File: config.mk
export PLATFORM = sky130hd
export DESIGN_NAME = core_seq
export DESIGN_NICKNAME = d
export VERILOG_FILES = /design/src/rtl/core_seq_pkg.sv /design/src/rtl/core_seq.sv
export SDC_FILE = /design/constraint.sdc
export NUM_CORES = 1
export LEC_CHECK = 0
export ABC_AREA = 1
export ABC_CLOCK_PERIOD_IN_PS = 4600
export CAP_MARGIN = 20
export CORE_AREA = 2 2 118 120
export CTS_BUF_LIST = sky130_fd_sc_hd__clkbuf_16
export CTS_CLUSTER_DIAMETER = 100
export DETAILED_ROUTE_END_ITERATION = 7
export DIE_AREA = 0 0 120 122
export DONT_BUFFER_PORTS = 1
export GPL_TIMING_DRIVEN = 0
export PLACE_DENSITY = 0.4
export REMOVE_ABC_BUFFERS = 1
export SETUP_SLACK_MARGIN = 0.3
export SYNTH_ARGS = -nofsm -noshare
export SYNTH_HDL_FRONTEND = slang
export SYNTH_SLANG_ARGS = --single-unit
File: constraint.sdc
create_clock -name clk -period 4.6 [get_ports clk]
set_clock_uncertainty 0.15 [all_clocks]
set_input_delay 0.23 -clock clk [delete_from_list [all_inputs] [get_ports clk]]
set_output_delay 0.23 -clock clk [all_outputs]
set_load 0.02 [all_outputs]
File: src/rtl/core_seq_pkg.sv
// Shared types and default sizing for the core accumulate-chain sequencer.
package core_seq_pkg;

    localparam int DEF_NCORE     = 8;
    localparam int DEF_MAT_WORDS = 64;
    localparam int MAX_LEN       = 128;

    typedef enum logic [2:0] {
        S_IDLE,
        S_LOAD,
        S_INIT,
        S_EXEC,
        S_DRAIN,
        S_UPDATE,
        S_OUT
    } state_t;

endpackage

File: src/rtl/core_seq.sv
// Job sequencer: matrix load, init, exec stream, drain and result readout
// across a chain of NCORE cores.
module core_seq
    import core_seq_pkg::*;
#(
    parameter int NCORE     = DEF_NCORE,
    parameter int MAT_WORDS = DEF_MAT_WORDS
) (
    input  logic             clk,
    input  logic             rst,
    input  logic             start,
    input  logic             load_en,
    input  logic [7:0]       len,
    input  logic             ld_valid,
    output logic             ld_ready,
    input  logic [63:0]      ld_data,
    input  logic             src_valid,
    output logic             src_ready,
    input  logic [31:0]      src_data,
    output logic [NCORE-1:0] mat_v,
    output logic [5:0]       mat_a,
    output logic [64:0]      mat_d,
    output logic             init,
    output logic             exec,
    output logic             update,
    output logic             out_period,
    output logic [6:0]       exec_mat_addr,
    output logic [31:0]      exec_src_data,
    input  logic [31:0]      acc_in,
    output logic             res_valid,
    input  logic             res_ready,
    output logic [31:0]      res_data,
    output logic             busy,
    output logic             done,
    output logic             err
);

    localparam int CW = (NCORE > 1) ? $clog2(NCORE) : 1;

    state_t        state;
    state_t        nxt;
    logic [7:0]    len_q;
    logic [6:0]    k_q;
    logic [5:0]    word_q;
    logic [CW-1:0] core_q;
    logic [CW-1:0] oc_q;
    logic          drain_q;

    logic len_ok;
    logic ld_fire;
    logic src_fire;
    logic load_last;
    logic word_last;
    logic exec_last;
    logic out_last;

    assign len_ok    = (len != 8'd0) && (len <= 8'(MAX_LEN));
    assign ld_fire   = (state == S_LOAD) && ld_valid;
    assign src_fire  = (state == S_EXEC) && src_valid;
    assign word_last = (word_q == 6'(MAT_WORDS - 1));
    assign load_last = word_last && (core_q == CW'(NCORE - 1));
    assign exec_last = ({1'b0, k_q} == (len_q - 8'd1));
    assign out_last  = (oc_q == CW'(NCORE - 2));
    assign busy      = (state != S_IDLE);

    always_ff @(posedge clk or posedge rst) begin
        if (rst) state <= S_IDLE;
        else     state <= nxt;
    end

    always_comb begin
        nxt = state;
        unique case (state)
            S_IDLE:   if (start && len_ok) nxt = load_en ? S_LOAD : S_INIT;
            S_LOAD:   if (ld_fire && load_last) nxt = S_INIT;
            S_INIT:   nxt = S_EXEC;
            S_EXEC:   if (src_fire && exec_last) nxt = S_DRAIN;
            S_DRAIN:  if (drain_q) nxt = S_UPDATE;
            S_UPDATE: if (res_ready) nxt = (NCORE == 1) ? S_IDLE : S_OUT;
            S_OUT:    if (res_ready && out_last) nxt = S_IDLE;
            default:  nxt = S_IDLE;
        endcase
    end

    // Counters are only meaningful inside one job, so IDLE clears them all.
    always_ff @(posedge clk or posedge rst) begin
        if (rst) begin
            len_q   <= '0;
            k_q     <= '0;
            word_q  <= '0;
            core_q  <= '0;
            oc_q    <= '0;
            drain_q <= 1'b0;
        end else if (state == S_IDLE) begin
            k_q     <= '0;
            word_q  <= '0;
            core_q  <= '0;
            oc_q    <= '0;
            drain_q <= 1'b0;
            if (start && len_ok) len_q <= len;
        end else begin
            if (ld_fire) begin
                word_q <= word_last ? 6'd0 : word_q + 6'd1;
                if (word_last) core_q <= core_q + CW'(1);
            end
            if (src_fire) k_q <= k_q + 7'd1;
            if (state == S_DRAIN) drain_q <= ~drain_q;
            if (state == S_OUT && res_ready) oc_q <= oc_q + CW'(1);
        end
    end

    always_comb begin
        ld_ready      = 1'b0;
        src_ready     = 1'b0;
        mat_v         = '0;
        mat_a         = '0;
        mat_d         = '0;
        init          = 1'b0;
        exec          = 1'b0;
        update        = 1'b0;
        out_period    = 1'b0;
        exec_mat_addr = '0;
        exec_src_data = '0;
        res_valid     = 1'b0;
        res_data      = '0;
        done          = 1'b0;
        err           = 1'b0;
        unique case (state)
            S_IDLE: err = start && !len_ok && !rst;
            S_LOAD: begin
                ld_ready = 1'b1;
                if (ld_valid) begin
                    mat_v = NCORE'(1) << core_q;
                    mat_a = word_q;
                    mat_d = {1'b0, ld_data};
                end
            end
            S_INIT: init = 1'b1;
            S_EXEC: begin
                src_ready = 1'b1;
                if (src_valid) begin
                    exec          = 1'b1;
                    exec_mat_addr = k_q;
                    exec_src_data = src_data;
                end
            end
            S_UPDATE: begin
                res_data = acc_in;
                if (res_ready) begin
                    update     = 1'b1;
                    out_period = 1'b1;
                    res_valid  = 1'b1;
                    done       = (NCORE == 1);
                end
            end
            S_OUT: begin
                res_data   = acc_in;
                out_period = res_ready;
                res_valid  = res_ready;
                done       = res_ready && out_last;
            end
            default: ;
        endcase
    end

endmodule

* After elaboration in Yosys (flattened, before gate mapping) *
Cells that the tools add are included.

cells by class
  shift-type cells = 1
  equal/unequal tests = 16
  bitwise logic cells = 1
  reduce and logical (&&, ||, !) cells = 25
  add/subtract/negate cells = 5
  multiplexer cells = 41
  order comparisons = 1

operators with widths
  cell                                                    number
  2-to-1 mux 64 bit                                       2
  2-to-1 mux 32 bit                                       3
  2-to-1 mux 3 bit                                        11
  2-to-1 mux 6 bit                                        5
  2-to-1 mux 7 bit                                        4
  one-hot mux 3 bit (7 select lines)                      1
  2-to-1 mux 8 bit                                        2
  equality test 3 bit (second input constant)             5
  logical AND 1 bit                                       11
  2-to-1 mux 1 bit                                        11
  nonzero test 2 bit                                      5
  equality test 7 x 8 -> 1 bit                            1
  less-or-equal comparator 8 bit (second input constant)  1
  inequality test 2 bit (second input constant)           4
  nonzero test 8 bit                                      1
  << shifter 1 x 3 -> 8 bit (first input constant)        1
  subtractor 8 x 1 -> 8 bit (second input constant)       1
  adder 7 x 1 -> 7 bit (second input constant)            1
  adder 3 x 1 -> 3 bit (second input constant)            2
  adder 6 x 1 -> 6 bit (second input constant)            1
  equality test 3 x 2 -> 1 bit (second input constant)    2
  equality test 6 bit (second input constant)             1
  AND reduction 6 bit                                     1
  inequality test 2 x 1 -> 1 bit (second input constant)  2
  other kinds (9)                                         11

word-level totals
  bits in registers = 31
  logic and storage cells = 97

* Longest topological paths before layout *
Gate-level depths: netlist of run 1.

  word-level depth = 6
  depth in mapped cells = 14
  mapped depth without buffers = 14

* Least setup slack after synthesis of run 1 *
Ideal clock, no wire load.

  path kind = reg2out
  start = reg state[1]
  end = out mat_v[0]
  arrival time = 1,559 ps
  slack = 2,661 ps
  cell stages (with the launch flop) = 8
  required time = 4,220 ps
  path buffers = 2
  cell sequence = dfrtp_1 buf_6 inv_2 nand2_2 nor2_4 nand2_4 buf_2 nor3_1

on the way
  word-level cells in the longest chain between the ends = 2

ends and longest elaborated chain
  element                       line             source
  start: declaration            core_seq.sv:40   state_t state;
  start signal: assignment      core_seq.sv:68   else state <= nxt;
  equality test 3 x 1 -> 1 bit  core_seq.sv:128  unique case (state)
  2-to-1 mux 8 bit              core_seq.sv:128
  end: declaration              core_seq.sv:20   output logic [NCORE-1:0] mat_v,

Every way passes these cells.

* Final worst setup path of run 1 *
  start = reg state[2]
  end = out res_valid

on the way
  word-level cells in the longest chain between the ends = 2
  elaborated cells between the ends (all ways) = 3
  those cells by class = eq/ne: 2; mux: 1

ends and longest elaborated chain
  element                               line            source
  equality test 3 bit                   -
  one-hot mux 1 bit (2 select lines) *  -
  end: declaration                      core_seq.sv:30  output logic res_valid,

Mark *: on every way between the ends. The rest lies on a longest branch, timed or not.

==> results of run 1 <==
-- final cells by class --
cell class	instances	share of cell area, %
clock inverters	3	1.08
multi-input cells	378	49.2
repair buffers	10	2.93
clock buffers	5	3.49
well taps	180	6.28
flip-flops and latches	31	21.6
inverters	146	15.4
-- registers in the layout, indices dropped and copies added, names as in the netlist --
register / flops
len_q: 8
k_q: 7
word_q: 6
core_q: 3
oc_q: 3
state: 3
drain_q: 1
-- synthesized netlist by cell type, types with 2 or more instances --
cell | n | area share [%]
nor2_2 | 3 | 0.58
nand2_1 | 97 | 11
nand2_2 | 4 | 0.77
xnor2_1 | 3 | 0.81
a21oi_1 | 11 | 1.7
nand2_4 | 2 | 0.69
nor3_1 | 13 | 2.0
inv_2 | 2 | 0.23
o21ai_1 | 8 | 1.2
nand3_1 | 22 | 3.4
o22ai_1 | 2 | 0.39
buf_4 | 2 | 0.46
clkbuf_1 | 10 | 1.2
ha_1 | 11 | 4.2
buf_6 | 4 | 1.4
nor2_1 | 172 | 20
buf_2 | 10 | 1.5
dfrtp_1 | 31 | 24
inv_1 | 143 | 17
o21ai_0 | 11 | 1.7
nor2_4 | 3 | 1.0
xor2_1 | 2 | 0.54
nand4_1 | 3 | 0.58
-- cell families after synthesis --
| kind of cell | synth area share [%] |
|---|---|
| buf+inv | 21.6 |
| xor+xnor | 1.35 |
| compound gates | 6.99 |
| flops | 23.9 |
| fa+ha+maj | 4.25 |
| other cells | 0.116 |
| mux | 0.347 |
| simple gates | 41.4 |
-- worst max-delay path: cells and delay by family, from the launching register on --
family	cells	cell delay, ns
flops	1	0.59
buf+inv	2	0.41
simple gates	4	1.16
-- routing by layer --
| layer | wire [um] | part of all wire [%] |
|---|---|---|
| met1 | 4530 | 40 |
| met2 | 5560 | 49 |
| met3 | 952 | 8.4 |
| met4 | 231 | 2.0 |
| met5 | 0 | 0 |
-- metrics by stage --
stage	utilization, %	setup slack, ns	instance area [um^2]	instances
floorplan	-	2.41	3090	555
global placement	24.6	2.08	3320	735
detailed placement	24.6	2.04	3320	735
CTS	26.5	1.75	3570	752
global route	26.6	1.55	3590	753
finish	26.6	1.76	3590	753
-- power breakdown --
part | leakage [uW] | internal (uW) | switching (uW)
Sequential | 0.000405 | 350 | 99.9
Combinational | 0.00153 | 243 | 787
Clock | 0.0000812 | 253 | 133
-- repair_timing --
item                                   in CTS  in global routing
endpoints found under the hold margin      39                  0
setup buffers                               0                  0
hold buffers                                9                  0
-- final timing paths --
| kind | startpoint | endpoint | slack (ns) | cells past startpoint |
|---|---|---|---|---|
| min | res_ready | state[2] | 0.06 | 2 |
| max reg2reg | state[1] | word_q[0] | 2.17 | 6 |
| min in group asynchronous | rst | word_q[1] | 0.39 | 2 |
| min reg2reg | len_q[7] | len_q[7] | 0.37 | 2 |
| max | state[2] | res_valid | 1.76 | 6 |
| max in group asynchronous | rst | drain_q | 3.42 | 2 |
==> flow_summary.html, run 1 <==
<table>
<tr><th>Metric</th><th>Value</th></tr>
<tr><th colspan="2">Die</th></tr>
<tr><td>Vert. Die Dim</td><td>122 um</td></tr>
<tr><td>Floorplan die area</td><td>roughly 0.015 mm^2</td></tr>
<tr><td>Num rows</td><td>43</td></tr>
<tr><td>Area of the core</td><td>between 0.01 and 0.015 mm^2</td></tr>
<tr><td>Count of boundary I/O pins</td><td>303</td></tr>
<tr><td>Die boundary width</td><td>120 um</td></tr>
<tr><td>Initial Util</td><td>approximately a quarter</td></tr>
<tr><th colspan="2">Power and ir drop</th></tr>
<tr><td>Leakage power total</td><td>around 0.0020 uW</td></tr>
<tr><td>Pwr dens</td><td>approximately 520 mW/mm^2</td></tr>
<tr><td>Peak VDD IR</td><td>0.166 mV</td></tr>
<tr><td>Total Power Consumption</td><td>~1900 uW</td></tr>
<tr><th colspan="2">Timing</th></tr>
<tr><td>Shortest period the worst path allows</td><td>roughly 2.8 ns</td></tr>
<tr><td>Slew margin rel.</td><td>about 40%</td></tr>
<tr><td>Unrepaired setup endpoints after global routing</td><td>no</td></tr>
<tr><td>Final hold violation count</td><td>0</td></tr>
<tr><td>WHS</td><td>between 0.06 and 0.07 ns</td></tr>
<tr><td>Final slew viol count</td><td>0</td></tr>
<tr><td>Final total negative setup slack</td><td>0 ns</td></tr>
<tr><td>Actual slew at the worst max-slew pin</td><td>around 0.90 ns</td></tr>
<tr><td>Maximum clock frequency</td><td>about 350 MHz</td></tr>
<tr><td>Final setup violation count</td><td>0</td></tr>
<tr><td>Ratio of final minimum period to clock period</td><td>between 60% and 70%</td></tr>
<tr><th colspan="2">Cells and area</th></tr>
<tr><td>Commonest non-fill, non-tap cells in the layout</td><td>nor2_1 (172), inv_1 (142), nand2_1 (97)</td></tr>
<tr><td>Multi-input gate area in the final layout</td><td>0.00176 mm^2</td></tr>
<tr><td>Filler cell count in the final layout</td><td>1,518</td></tr>
<tr><td>Antenna cell count</td><td>0</td></tr>
<tr><td>Register area</td><td>about 780 um^2</td></tr>
<tr><td>Share of final-layout standard cells stronger than drive strength 1</td><td>5.06%</td></tr>
<tr><td>Layout Area Growth over Synthesis</td><td>10.7%</td></tr>
<tr><td>Final Net Count</td><td>between 700 and 800</td></tr>
<tr><td>Most frequent standard cell in the layout excluding fill and tap cells</td><td>nor2_1</td></tr>
<tr><th colspan="2">Routing</th></tr>
<tr><td>Vias after detailed routing</td><td>~3,400</td></tr>
<tr><td>Number of nets with antenna violations after detailed routing</td><td>0</td></tr>
<tr><td>Number of remaining DRC errors</td><td>0</td></tr>
<tr><td>Iteration-0 DRC count of the detailed router</td><td>196</td></tr>
<tr><td>Routed Wire Length</td><td>between 10,000 and 15,000 um</td></tr>
<tr><td>Routed via count divided by cell count</td><td>about 4.5</td></tr>
<tr><td>Routed len/inst</td><td>~15 um</td></tr>
<tr><td>Initial DRT Pass Iterations</td><td>4</td></tr>
<tr><th colspan="2">Clocking</th></tr>
<tr><td>Count of instances resized after the clock tree is built</td><td>0</td></tr>
<tr><td>CTS root buffer</td><td>clkbuf_16</td></tr>
<tr><td>CTS max path bufs</td><td>2</td></tr>
<tr><td>Clock Latency Late Sink</td><td>approximately 0.28 ns</td></tr>
<tr><td>Clock transition at the register clock pins on the worst setup and hold paths after CTS</td><td>roughly 0.050 ns</td></tr>
<tr><td>H-tree depth reported by CTS</td><td>2</td></tr>
<tr><td>CTS tree</td><td>yes</td></tr>
<tr><td>Sink Count</td><td>31</td></tr>
<tr><td>Number of buffers created by CTS</td><td>5</td></tr>
<tr><th colspan="2">Yosys</th></tr>
<tr><td>Number of synthesized flops with an enable pin</td><td>0</td></tr>
<tr><td>Cell count after synthesis</td><td>just under 600</td></tr>
<tr><td>Async set-reset flop share out of synthesis</td><td>100%</td></tr>
<tr><td>Combined area of all synthesized cells</td><td>between 0.003 and 0.004 mm^2</td></tr>
<tr><td>Warnings from Yosys</td><td>0</td></tr>
<tr><td>Sequential cell area fraction in the yosys report</td><td>roughly a quarter</td></tr>
<tr><td>Number of flip-flops and latches in the synthesized netlist</td><td>31</td></tr>
<tr><td>Number of unique standard cell types used by synthesis</td><td>35</td></tr>
<tr><td>Post-synthesis average cell area</td><td>~5.6 um^2</td></tr>
<tr><td>Predominant post-synthesis flop cell</td><td>dfrtp_1</td></tr>
<tr><th colspan="2">Critical path</th></tr>
<tr><td>Setup CP Type</td><td>flop to output pin</td></tr>
<tr><td>Critical-path cell list</td><td>nand2_1, nor2_1, inv_1, nand2_1, inv_1, nor2_1</td></tr>
<tr><td>Launching element type of the critical path</td><td>flop</td></tr>
<tr><td>Critical path capture point type</td><td>output pin</td></tr>
<tr><td>Worst path arrival time</td><td>between 2 and 2.5 ns</td></tr>
<tr><td>Worst path max stage delay</td><td>0.82 ns</td></tr>
<tr><td>Slowest-stage cell, CP</td><td>nor2_1</td></tr>
<tr><td>Largest fanout on the critical path</td><td>33</td></tr>
<tr><td>Crit path required time</td><td>roughly 4.2 ns</td></tr>
<tr><th colspan="2">Placement</th></tr>
<tr><td>DP Wirelength</td><td>9250 um</td></tr>
<tr><td>Port Buffers</td><td>0</td></tr>
<tr><td>RePlAce Congestion</td><td>approximately 0.79</td></tr>
<tr><th colspan="2">Global route</th></tr>
<tr><td>Wire length of the first global-routing pass</td><td>about 15,000 um</td></tr>
<tr><td>Met1 capacity usage during global routing</td><td>roughly 17%</td></tr>
<tr><td>Gr busiest metal</td><td>met2</td></tr>
<tr><td>Met2 Use GR</td><td>24.0%</td></tr>
<tr><td>Antenna violations before repair</td><td>0</td></tr>
<tr><td>GR Util met3</td><td>under 10%</td></tr>
<tr><td>Maximum number of pins on one net before global-route repair</td><td>between 80 and 90</td></tr>
<tr><td>Overflow left after global routing</td><td>0</td></tr>
<tr><td>Total routing resource utilization after global routing</td><td>13.7%</td></tr>
<tr><td>Number of global-route vias before repair</td><td>2,864</td></tr>
<tr><th colspan="2">Hold path</th></tr>
<tr><td>Min-Delay Path Class</td><td>input pin to flop</td></tr>
<tr><th colspan="2">Run status</th></tr>
<tr><td>Outcome</td><td>complete, no violations</td></tr>
<tr><th colspan="2">Run</th></tr>
<tr><td># Max-Cap Violations</td><td>0</td></tr>
</table>
Power figures use the tool's default switching activity.
==> run 2, diff against run 1 <==
- ABC_CLOCK_PERIOD_IN_PS: 4600 -> 2500
- CORE_AREA: 2 2 118 120 -> 2 2 119 121
- DIE_AREA: 0 0 120 122 -> 0 0 121 123
- PLACE_DENSITY: 0.4 -> 0.41
- clock period: 4.6 -> 2.5 ns (I/O delays scaled with it)
==> run 2 against run 1 <==
Against the previous run:
- first-iteration DRC count down 43%
- global-route usage increased by 0.66 points
- power up 110%
- sequential power rose by 84%
- worst setup slack worse by 1.5 ns
- critical path type unchanged
==> flow_summary.html, run 2 (synthesis results as in run 1) <==
<table>
<tr><th>Metric</th><th>Value</th></tr>
<tr><th colspan="2">Clocking</th></tr>
<tr><td>CTS max path bufs</td><td>2</td></tr>
<tr><td>H-tree depth reported by CTS</td><td>2</td></tr>
<tr><td>Clock transition at the register clock pins on the worst setup and hold paths after CTS</td><td>about 0.060 ns</td></tr>
<tr><td>Sink Count</td><td>31</td></tr>
<tr><td>CTS root buffer</td><td>clkbuf_16</td></tr>
<tr><td>Clock Latency Late Sink</td><td>0.28 ns</td></tr>
<tr><td>Number of buffers created by CTS</td><td>5</td></tr>
<tr><td>CTS tree</td><td>yes</td></tr>
<tr><th colspan="2">Cells and area</th></tr>
<tr><td>Largest Register</td><td>len_q</td></tr>
<tr><td>Max reg flops</td><td>8</td></tr>
<tr><td>Commonest non-fill, non-tap cells in the layout</td><td>inv_1 (142), nand2_1 (96), nor2_1 (87)</td></tr>
<tr><td>Largest registers in the final layout</td><td>len_q (8), k_q (7), word_q (6)</td></tr>
<tr><td>Layout Area Growth over Synthesis</td><td>26.3%</td></tr>
<tr><td>Final Net Count</td><td>between 700 and 800</td></tr>
<tr><td>Share of final-layout standard cells stronger than drive strength 1</td><td>22.9%</td></tr>
<tr><td>Fraction of the core area covered by cells at the end of the flow</td><td>between 30% and 40%</td></tr>
<tr><td>Filler cell count in the final layout</td><td>~1,500</td></tr>
<tr><td>Most frequent standard cell in the layout excluding fill and tap cells</td><td>inv_1</td></tr>
<tr><th colspan="2">Routing</th></tr>
<tr><td>Initial DRT Pass Iterations</td><td>4</td></tr>
<tr><td>Number of nets with antenna violations after detailed routing</td><td>0</td></tr>
<tr><td>Routed via count divided by cell count</td><td>4.49</td></tr>
<tr><td>Number of remaining DRC errors</td><td>0</td></tr>
<tr><td>Routed len/inst</td><td>around 16 um</td></tr>
<tr><td>Vias after detailed routing</td><td>3,438</td></tr>
<tr><td>Iteration-0 DRC count of the detailed router</td><td>about 110</td></tr>
<tr><td>Routed Wire Length</td><td>~12,000 um</td></tr>
<tr><th colspan="2">Die</th></tr>
<tr><td>Num rows</td><td>43</td></tr>
<tr><td>Vert. Die Dim</td><td>between 100 and 150 um</td></tr>
<tr><td>Initial Util</td><td>23.8%</td></tr>
<tr><td>Area of the core</td><td>between 0.01 and 0.015 mm^2</td></tr>
<tr><td>Die boundary width</td><td>121 um</td></tr>
<tr><td>Floorplan die area</td><td>~0.015 mm^2</td></tr>
<tr><td>Count of boundary I/O pins</td><td>about 300</td></tr>
<tr><th colspan="2">Global route</th></tr>
<tr><td>Maximum number of pins on one net before global-route repair</td><td>between 40 and 50</td></tr>
<tr><td>Total routing resource utilization after global routing</td><td>between 10% and 20%</td></tr>
<tr><td>Number of global-route vias before repair</td><td>3,022</td></tr>
<tr><td>Overflow left after global routing</td><td>0</td></tr>
<tr><td>Antenna violations before repair</td><td>1</td></tr>
<tr><td>Wire length of the first global-routing pass</td><td>about 16,000 um</td></tr>
<tr><th colspan="2">Critical path</th></tr>
<tr><td>Worst path arrival time</td><td>roughly 2 ns</td></tr>
<tr><td>Count of cells along the worst register-to-register path</td><td>8</td></tr>
<tr><td>Minimum setup slack among reg-to-reg paths</td><td>about 0.36 ns</td></tr>
<tr><td>Largest fanout on the critical path</td><td>40</td></tr>
<tr><td>Launching element type of the critical path</td><td>flop</td></tr>
<tr><td>Crit path required time</td><td>2.23 ns</td></tr>
<tr><td>Critical path capture point type</td><td>output pin</td></tr>
<tr><td>RR Endpoint</td><td>word_q[3]</td></tr>
<tr><td>Setup CP Type</td><td>flop to output pin</td></tr>
<tr><td>RR Startpoint</td><td>state[0]</td></tr>
<tr><th colspan="2">Power and ir drop</th></tr>
<tr><td>Switching share of power</td><td>between 50% and 60%</td></tr>
<tr><td>Internal power component</td><td>about 1800 uW</td></tr>
<tr><td>Psw</td><td>between 2000 and 2500 uW</td></tr>
<tr><td>Leakage power total</td><td>0.00208 uW</td></tr>
<tr><td>Sequential Power Share</td><td>21.4%</td></tr>
<tr><td>Relative contribution of combinational cells to total power</td><td>57.7%</td></tr>
<tr><td>Clock share of power</td><td>20.9%</td></tr>
<tr><td>Total Power Consumption</td><td>between 3000 and 4000 uW</td></tr>
<tr><td>Peak VDD IR</td><td>0.415 mV</td></tr>
<tr><td>Pwr dens</td><td>roughly 940 mW/mm^2</td></tr>
<tr><th colspan="2">Placement</th></tr>
<tr><td>Port Buffers</td><td>0</td></tr>
<tr><td>Setup Slack @ Placement</td><td>-0.261 ns</td></tr>
<tr><td>RePlAce Congestion</td><td>roughly 0.75</td></tr>
<tr><td>DP Wirelength</td><td>about 9400 um</td></tr>
<tr><th colspan="2">Run status</th></tr>
<tr><td>Outcome</td><td>complete, no violations</td></tr>
<tr><th colspan="2">Timing</th></tr>
<tr><td>Shortest period the worst path allows</td><td>~2.3 ns</td></tr>
<tr><td>Slew margin rel.</td><td>~45%</td></tr>
<tr><td>Final hold violation count</td><td>0</td></tr>
<tr><td>Final slew viol count</td><td>0</td></tr>
<tr><td>Ratio of final minimum period to clock period</td><td>between 90% and 100%</td></tr>
<tr><td>Final setup violation count</td><td>0</td></tr>
<tr><td>Actual slew at the worst max-slew pin</td><td>between 0.8 and 0.9 ns</td></tr>
<tr><td>Maximum clock frequency</td><td>438 MHz</td></tr>
<tr><td>Final total negative setup slack</td><td>0 ns</td></tr>
<tr><td>Unrepaired setup endpoints after global routing</td><td>yes</td></tr>
<tr><td>Min setup slack post-route</td><td>about 0.22 ns</td></tr>
<tr><th colspan="2">Run</th></tr>
<tr><td># Max-Cap Violations</td><td>0</td></tr>
<tr><th colspan="2">Hold path</th></tr>
<tr><td>Worst-case hold path end point</td><td>k_q[1]</td></tr>
<tr><td>Number of cells on the worst hold path</td><td>2</td></tr>
<tr><td>Worst hold start</td><td>src_valid</td></tr>
<tr><td>Min-Delay Path Class</td><td>input pin to flop</td></tr>
</table>
==> run 2: stage by stage <==
stage / hold slack, ns / instances / cell area, um^2
6_report: 0.00842 / 765 / 4090
5_1_grt: 0.0249 / 765 / 4090
4_1_cts: 0.00766 / 761 / 4030
3_5_place_dp: 0.0385 / 736 / 3350
3_3_place_gp: 0.110 / 735 / 3320
2_1_floorplan: 0.0870 / 555 / 3090
==> run 2: per-layer routing <==
metal	up-vias	wire [um]	part of all wire (%)	track usage [%]
met5	-	0	0	0
met4	0	221	1.9	3.49
met3	10	779	6.6	2.95
met2	157	6330	53	26.8
met1	1587	4530	38	16.8
li1	1684	-	-	-
==> run 2: power by group through the flow <==
stage               logic, uW  clock network, uW  registers [uW]
floorplan                1550                  0             795
global placement         1870                  0             833
detailed placement       1880                  0             837
CTS                      2190                826             839
global route             2470                854             853
finish                   2230                805             827
==> run 2: worst max-delay path by stage <==
stage	startpoint	depth (start not counted)	slack, ns	to
after global routing	state[0]	4	0.12	mat_v[2]
after CTS	state[1]	5	0.17	mat_v[0]
after detailed placement	state[0]	4	-0.26	mat_v[1]
final	state[0]	4	0.22	mat_v[0]
after floorplan	state[2]	7	0.37	state[1]
after global placement	state[0]	4	-0.23	mat_v[1]
==> run 2: layout make-up <==
type / count / area, um^2 / area share (%)
Inverter: 146 / 557 / 13.6
Sequential cell: 31 / 779 / 19.0
Timing Repair inverter: 1 / 7.51 / 0.183
Timing Repair Buffer: 19 / 220 / 5.38
Tap cell: 180 / 225 / 5.50
Clock buffer: 5 / 125 / 3.06
Multi-Input combinational cell: 379 / 2110 / 51.5
Clock inverter: 3 / 67.6 / 1.65
Antenna cell: 1 / 2.50 / 0.0611
==> run 2: critical path, cell delays in order (launching register included) <==
cell and delay [ns]:
dfrtp_2 0.50, nand2_2 0.13, nor2_4 0.36, nand2_8 0.32
nor3_2 0.40
==> run 2: timing repair <==
item	4_1_cts	5_1_grt
pin swaps	2	3
gates cloned	2	0
hold endpoints to repair	26	0
setup endpoints to repair	154	155
resized for setup	103	9
hold buffers	13	0
buffers inserted	2	3
==> run 3, diff against run 2 <==
- BUFFER_PORTS_ARGS: not set -> -buffer_cell sky130_fd_sc_hd__buf_2
- CORE_AREA: 2 2 119 121 -> 2 2 117 119
- DIE_AREA: 0 0 121 123 -> 0 0 119 121
- DONT_BUFFER_PORTS: 1 -> not set
- PLACE_DENSITY: 0.41 -> 0.63
==> run 3 against run 2 <==
Against the previous run:
- sequential share of layout area is 4.3 points lower
- worst setup slack better by 0.15 ns
- critical path depth is 1 higher
- maximum frequency is 7.3% higher
- critical path type unchanged
==> flow_summary.html, run 3 (synthesis results as in run 1) <==
<table>
<tr><th>Metric</th><th>Value</th></tr>
<tr><th colspan="2">Cells and area</th></tr>
<tr><td>Max reg flops</td><td>8</td></tr>
<tr><td>Final Net Count</td><td>roughly 1,000</td></tr>
<tr><td>Largest Register</td><td>len_q</td></tr>
<tr><td>Layout Area Growth over Synthesis</td><td>62.6%</td></tr>
<tr><td>Commonest non-fill, non-tap cells in the layout</td><td>buf_2 (301), nor2_1 (171), inv_1 (142)</td></tr>
<tr><td>Largest registers in the final layout</td><td>len_q (8), k_q (7), word_q (6)</td></tr>
<tr><td>Number of standard cells in the final layout excluding fillers</td><td>about 1,100</td></tr>
<tr><td>Most frequent standard cell in the layout excluding fill and tap cells</td><td>buf_2</td></tr>
<tr><td>Filler cell count in the final layout</td><td>roughly 1,400</td></tr>
<tr><td>Share of final-layout standard cells stronger than drive strength 1</td><td>between 30% and 40%</td></tr>
<tr><th colspan="2">Critical path</th></tr>
<tr><td>Critical path capture point type</td><td>output pin</td></tr>
<tr><td>Worst path arrival time</td><td>1.85 ns</td></tr>
<tr><td>Worst path max stage delay</td><td>roughly 0.45 ns</td></tr>
<tr><td>Largest fanout on the critical path</td><td>40</td></tr>
<tr><td>Minimum setup slack among reg-to-reg paths</td><td>roughly 0.48 ns</td></tr>
<tr><td>Setup CP Type</td><td>flop to output pin</td></tr>
<tr><td>Crit path required time</td><td>approximately 2.2 ns</td></tr>
<tr><td>Critical-path cell list</td><td>buf_4, nor2_4, nand2_4, nor2_1, buf_2</td></tr>
<tr><td>Slowest-stage cell, CP</td><td>dfrtp_2</td></tr>
<tr><td>Launching element type of the critical path</td><td>flop</td></tr>
<tr><th colspan="2">Clocking</th></tr>
<tr><td>Clock Latency Late Sink</td><td>0.28 ns</td></tr>
<tr><td>Number of buffers created by CTS</td><td>5</td></tr>
<tr><td>CTS tree</td><td>yes</td></tr>
<tr><td>Clock transition at the register clock pins on the worst setup and hold paths after CTS</td><td>0.06 ns</td></tr>
<tr><td>CTS root buffer</td><td>clkbuf_16</td></tr>
<tr><td>H-tree depth reported by CTS</td><td>2</td></tr>
<tr><td>CTS max path bufs</td><td>2</td></tr>
<tr><td>Sink Count</td><td>31</td></tr>
<tr><th colspan="2">Global route</th></tr>
<tr><td>Number of global-route vias before repair</td><td>about 3,800</td></tr>
<tr><td>Wire length of the first global-routing pass</td><td>between 15,000 and 20,000 um</td></tr>
<tr><td>Gr busiest metal</td><td>met2</td></tr>
<tr><td>Met2 Use GR</td><td>between 20 and 30%</td></tr>
<tr><td>Total routing resource utilization after global routing</td><td>between 10% and 20%</td></tr>
<tr><td>Antenna violations before repair</td><td>1</td></tr>
<tr><td>Maximum number of pins on one net before global-route repair</td><td>81</td></tr>
<tr><td>GR Util met3</td><td>approximately 4.7%</td></tr>
<tr><td>Met1 capacity usage during global routing</td><td>a little under a fifth</td></tr>
<tr><td>Overflow left after global routing</td><td>0</td></tr>
<tr><th colspan="2">Power and ir drop</th></tr>
<tr><td>Total Power Consumption</td><td>4020 uW</td></tr>
<tr><td>Pwr dens</td><td>around 760 mW/mm^2</td></tr>
<tr><td>Peak VDD IR</td><td>approximately 0.34 mV</td></tr>
<tr><td>Leakage power total</td><td>approximately 0.0035 uW</td></tr>
<tr><th colspan="2">Placement</th></tr>
<tr><td>RePlAce Congestion</td><td>0.793</td></tr>
<tr><td>Inst Count DP</td><td>just over 1,000</td></tr>
<tr><td>Port Buffers</td><td>~300</td></tr>
<tr><td>DP Wirelength</td><td>approximately 10,000 um</td></tr>
<tr><th colspan="2">Timing</th></tr>
<tr><td>WHS</td><td>0.0708 ns</td></tr>
<tr><td>Maximum clock frequency</td><td>470 MHz</td></tr>
<tr><td>Ratio of final minimum period to clock period</td><td>85.2%</td></tr>
<tr><td>Slew margin rel.</td><td>a little over half</td></tr>
<tr><td>Final total negative setup slack</td><td>0 ns</td></tr>
<tr><td>Final slew viol count</td><td>0</td></tr>
<tr><td>Final setup violation count</td><td>0</td></tr>
<tr><td>Actual slew at the worst max-slew pin</td><td>approximately 0.71 ns</td></tr>
<tr><td>Final hold violation count</td><td>0</td></tr>
<tr><td>Shortest period the worst path allows</td><td>roughly 2.1 ns</td></tr>
<tr><td>Unrepaired setup endpoints after global routing</td><td>yes</td></tr>
<tr><th colspan="2">Die</th></tr>
<tr><td>Initial Util</td><td>between 20% and 30%</td></tr>
<tr><td>Vert. Die Dim</td><td>121 um</td></tr>
<tr><td>Num rows</td><td>42</td></tr>
<tr><td>Area of the core</td><td>about 0.013 mm^2</td></tr>
<tr><td>Die boundary width</td><td>approximately 120 um</td></tr>
<tr><td>Count of boundary I/O pins</td><td>roughly 300</td></tr>
<tr><td>Floorplan die area</td><td>approximately 0.014 mm^2</td></tr>
<tr><th colspan="2">Routing</th></tr>
<tr><td>Number of nets with antenna violations after detailed routing</td><td>0</td></tr>
<tr><td>Iteration-0 DRC count of the detailed router</td><td>roughly 160</td></tr>
<tr><td>Routed len/inst</td><td>12.2 um</td></tr>
<tr><td>Routed Wire Length</td><td>~13,000 um</td></tr>
<tr><td>Initial DRT Pass Iterations</td><td>4</td></tr>
<tr><td>Routed via count divided by cell count</td><td>about 4.0</td></tr>
<tr><td>Number of remaining DRC errors</td><td>0</td></tr>
<tr><td>Vias after detailed routing</td><td>4,306</td></tr>
<tr><th colspan="2">Run</th></tr>
<tr><td># Max-Cap Violations</td><td>0</td></tr>
<tr><th colspan="2">Hold path</th></tr>
<tr><td>Min-Delay Path Class</td><td>input pin to flop</td></tr>
<tr><th colspan="2">Run status</th></tr>
<tr><td>Outcome</td><td>complete, no violations</td></tr>
</table>
==> run 3: critical path, delay by kind of cell, from the launching register on <==
family,cells,cell delay (ns)
buf+inv,2,0.37
flops,1,0.45
simple gates,3,0.76
==> run 3: worst paths after layout <==
kind | start | end | depth (start not counted)
setup / recovery | state[2] | mat_d[50] | 5
hold / removal | res_ready | state[2] | 3
setup reg to reg | state[2] | word_q[3] | 8
hold reg to reg | len_q[7] | len_q[7] | 2
max in group asynchronous | rst | state[2] | 4
min in group asynchronous | rst | core_q[0] | 4
==> run 3: layer usage <==
layer / vias to the layer above / routed length [um]
met2: 148 / 6420
met4: 0 / 317
li1: 2291 / -
met3: 15 / 915
met5: - / 0
met1: 1852 / 5320
==> run 3: final cells by class <==
| cell class | count | area [um^2] | share of cell area [%] |
|---|---|---|---|
| tap | 176 | 220 | 4.18 |
| clock buffer | 5 | 125 | 2.37 |
| timing repair buffer | 322 | 1740 | 33.1 |
| multi-input combinational | 379 | 1800 | 34.1 |
| sequential | 31 | 779 | 14.8 |
| antenna | 1 | 2.50 | 0.0475 |
| timing repair inverter | 1 | 7.51 | 0.142 |
| clock inverter | 3 | 38.8 | 0.736 |
| inverter | 146 | 557 | 10.6 |
==> run 3: power breakdown <==
part	switching [uW]	total (uW)	internal (uW)	leakage, uW
clock network	236	701	465	0.0000812
registers	167	816	649	0.000401
logic	1630	2500	867	0.00302
==> run 3: repair_timing <==
item | 4_1_cts | 5_1_grt
hold buffers | 10 | 0
endpoints found under the hold margin | 22 | 0
resized for setup | 6 | 4
gates cloned | 1 | 1
endpoints found under the setup margin | 139 | 66
pin swaps | 1 | 1
setup buffers | 7 | 2
==> run 3: per-stage QoR <==
stage	util, %	setup WS (ns)	cell area [um^2]
after floorplan	-	0.374	3090
after global placement	36.8	0.114	4820
after detailed placement	37.3	0.202	4870
after CTS	40.0	0.347	5230
after global routing	40.3	0.289	5270
final	40.3	0.371	5270
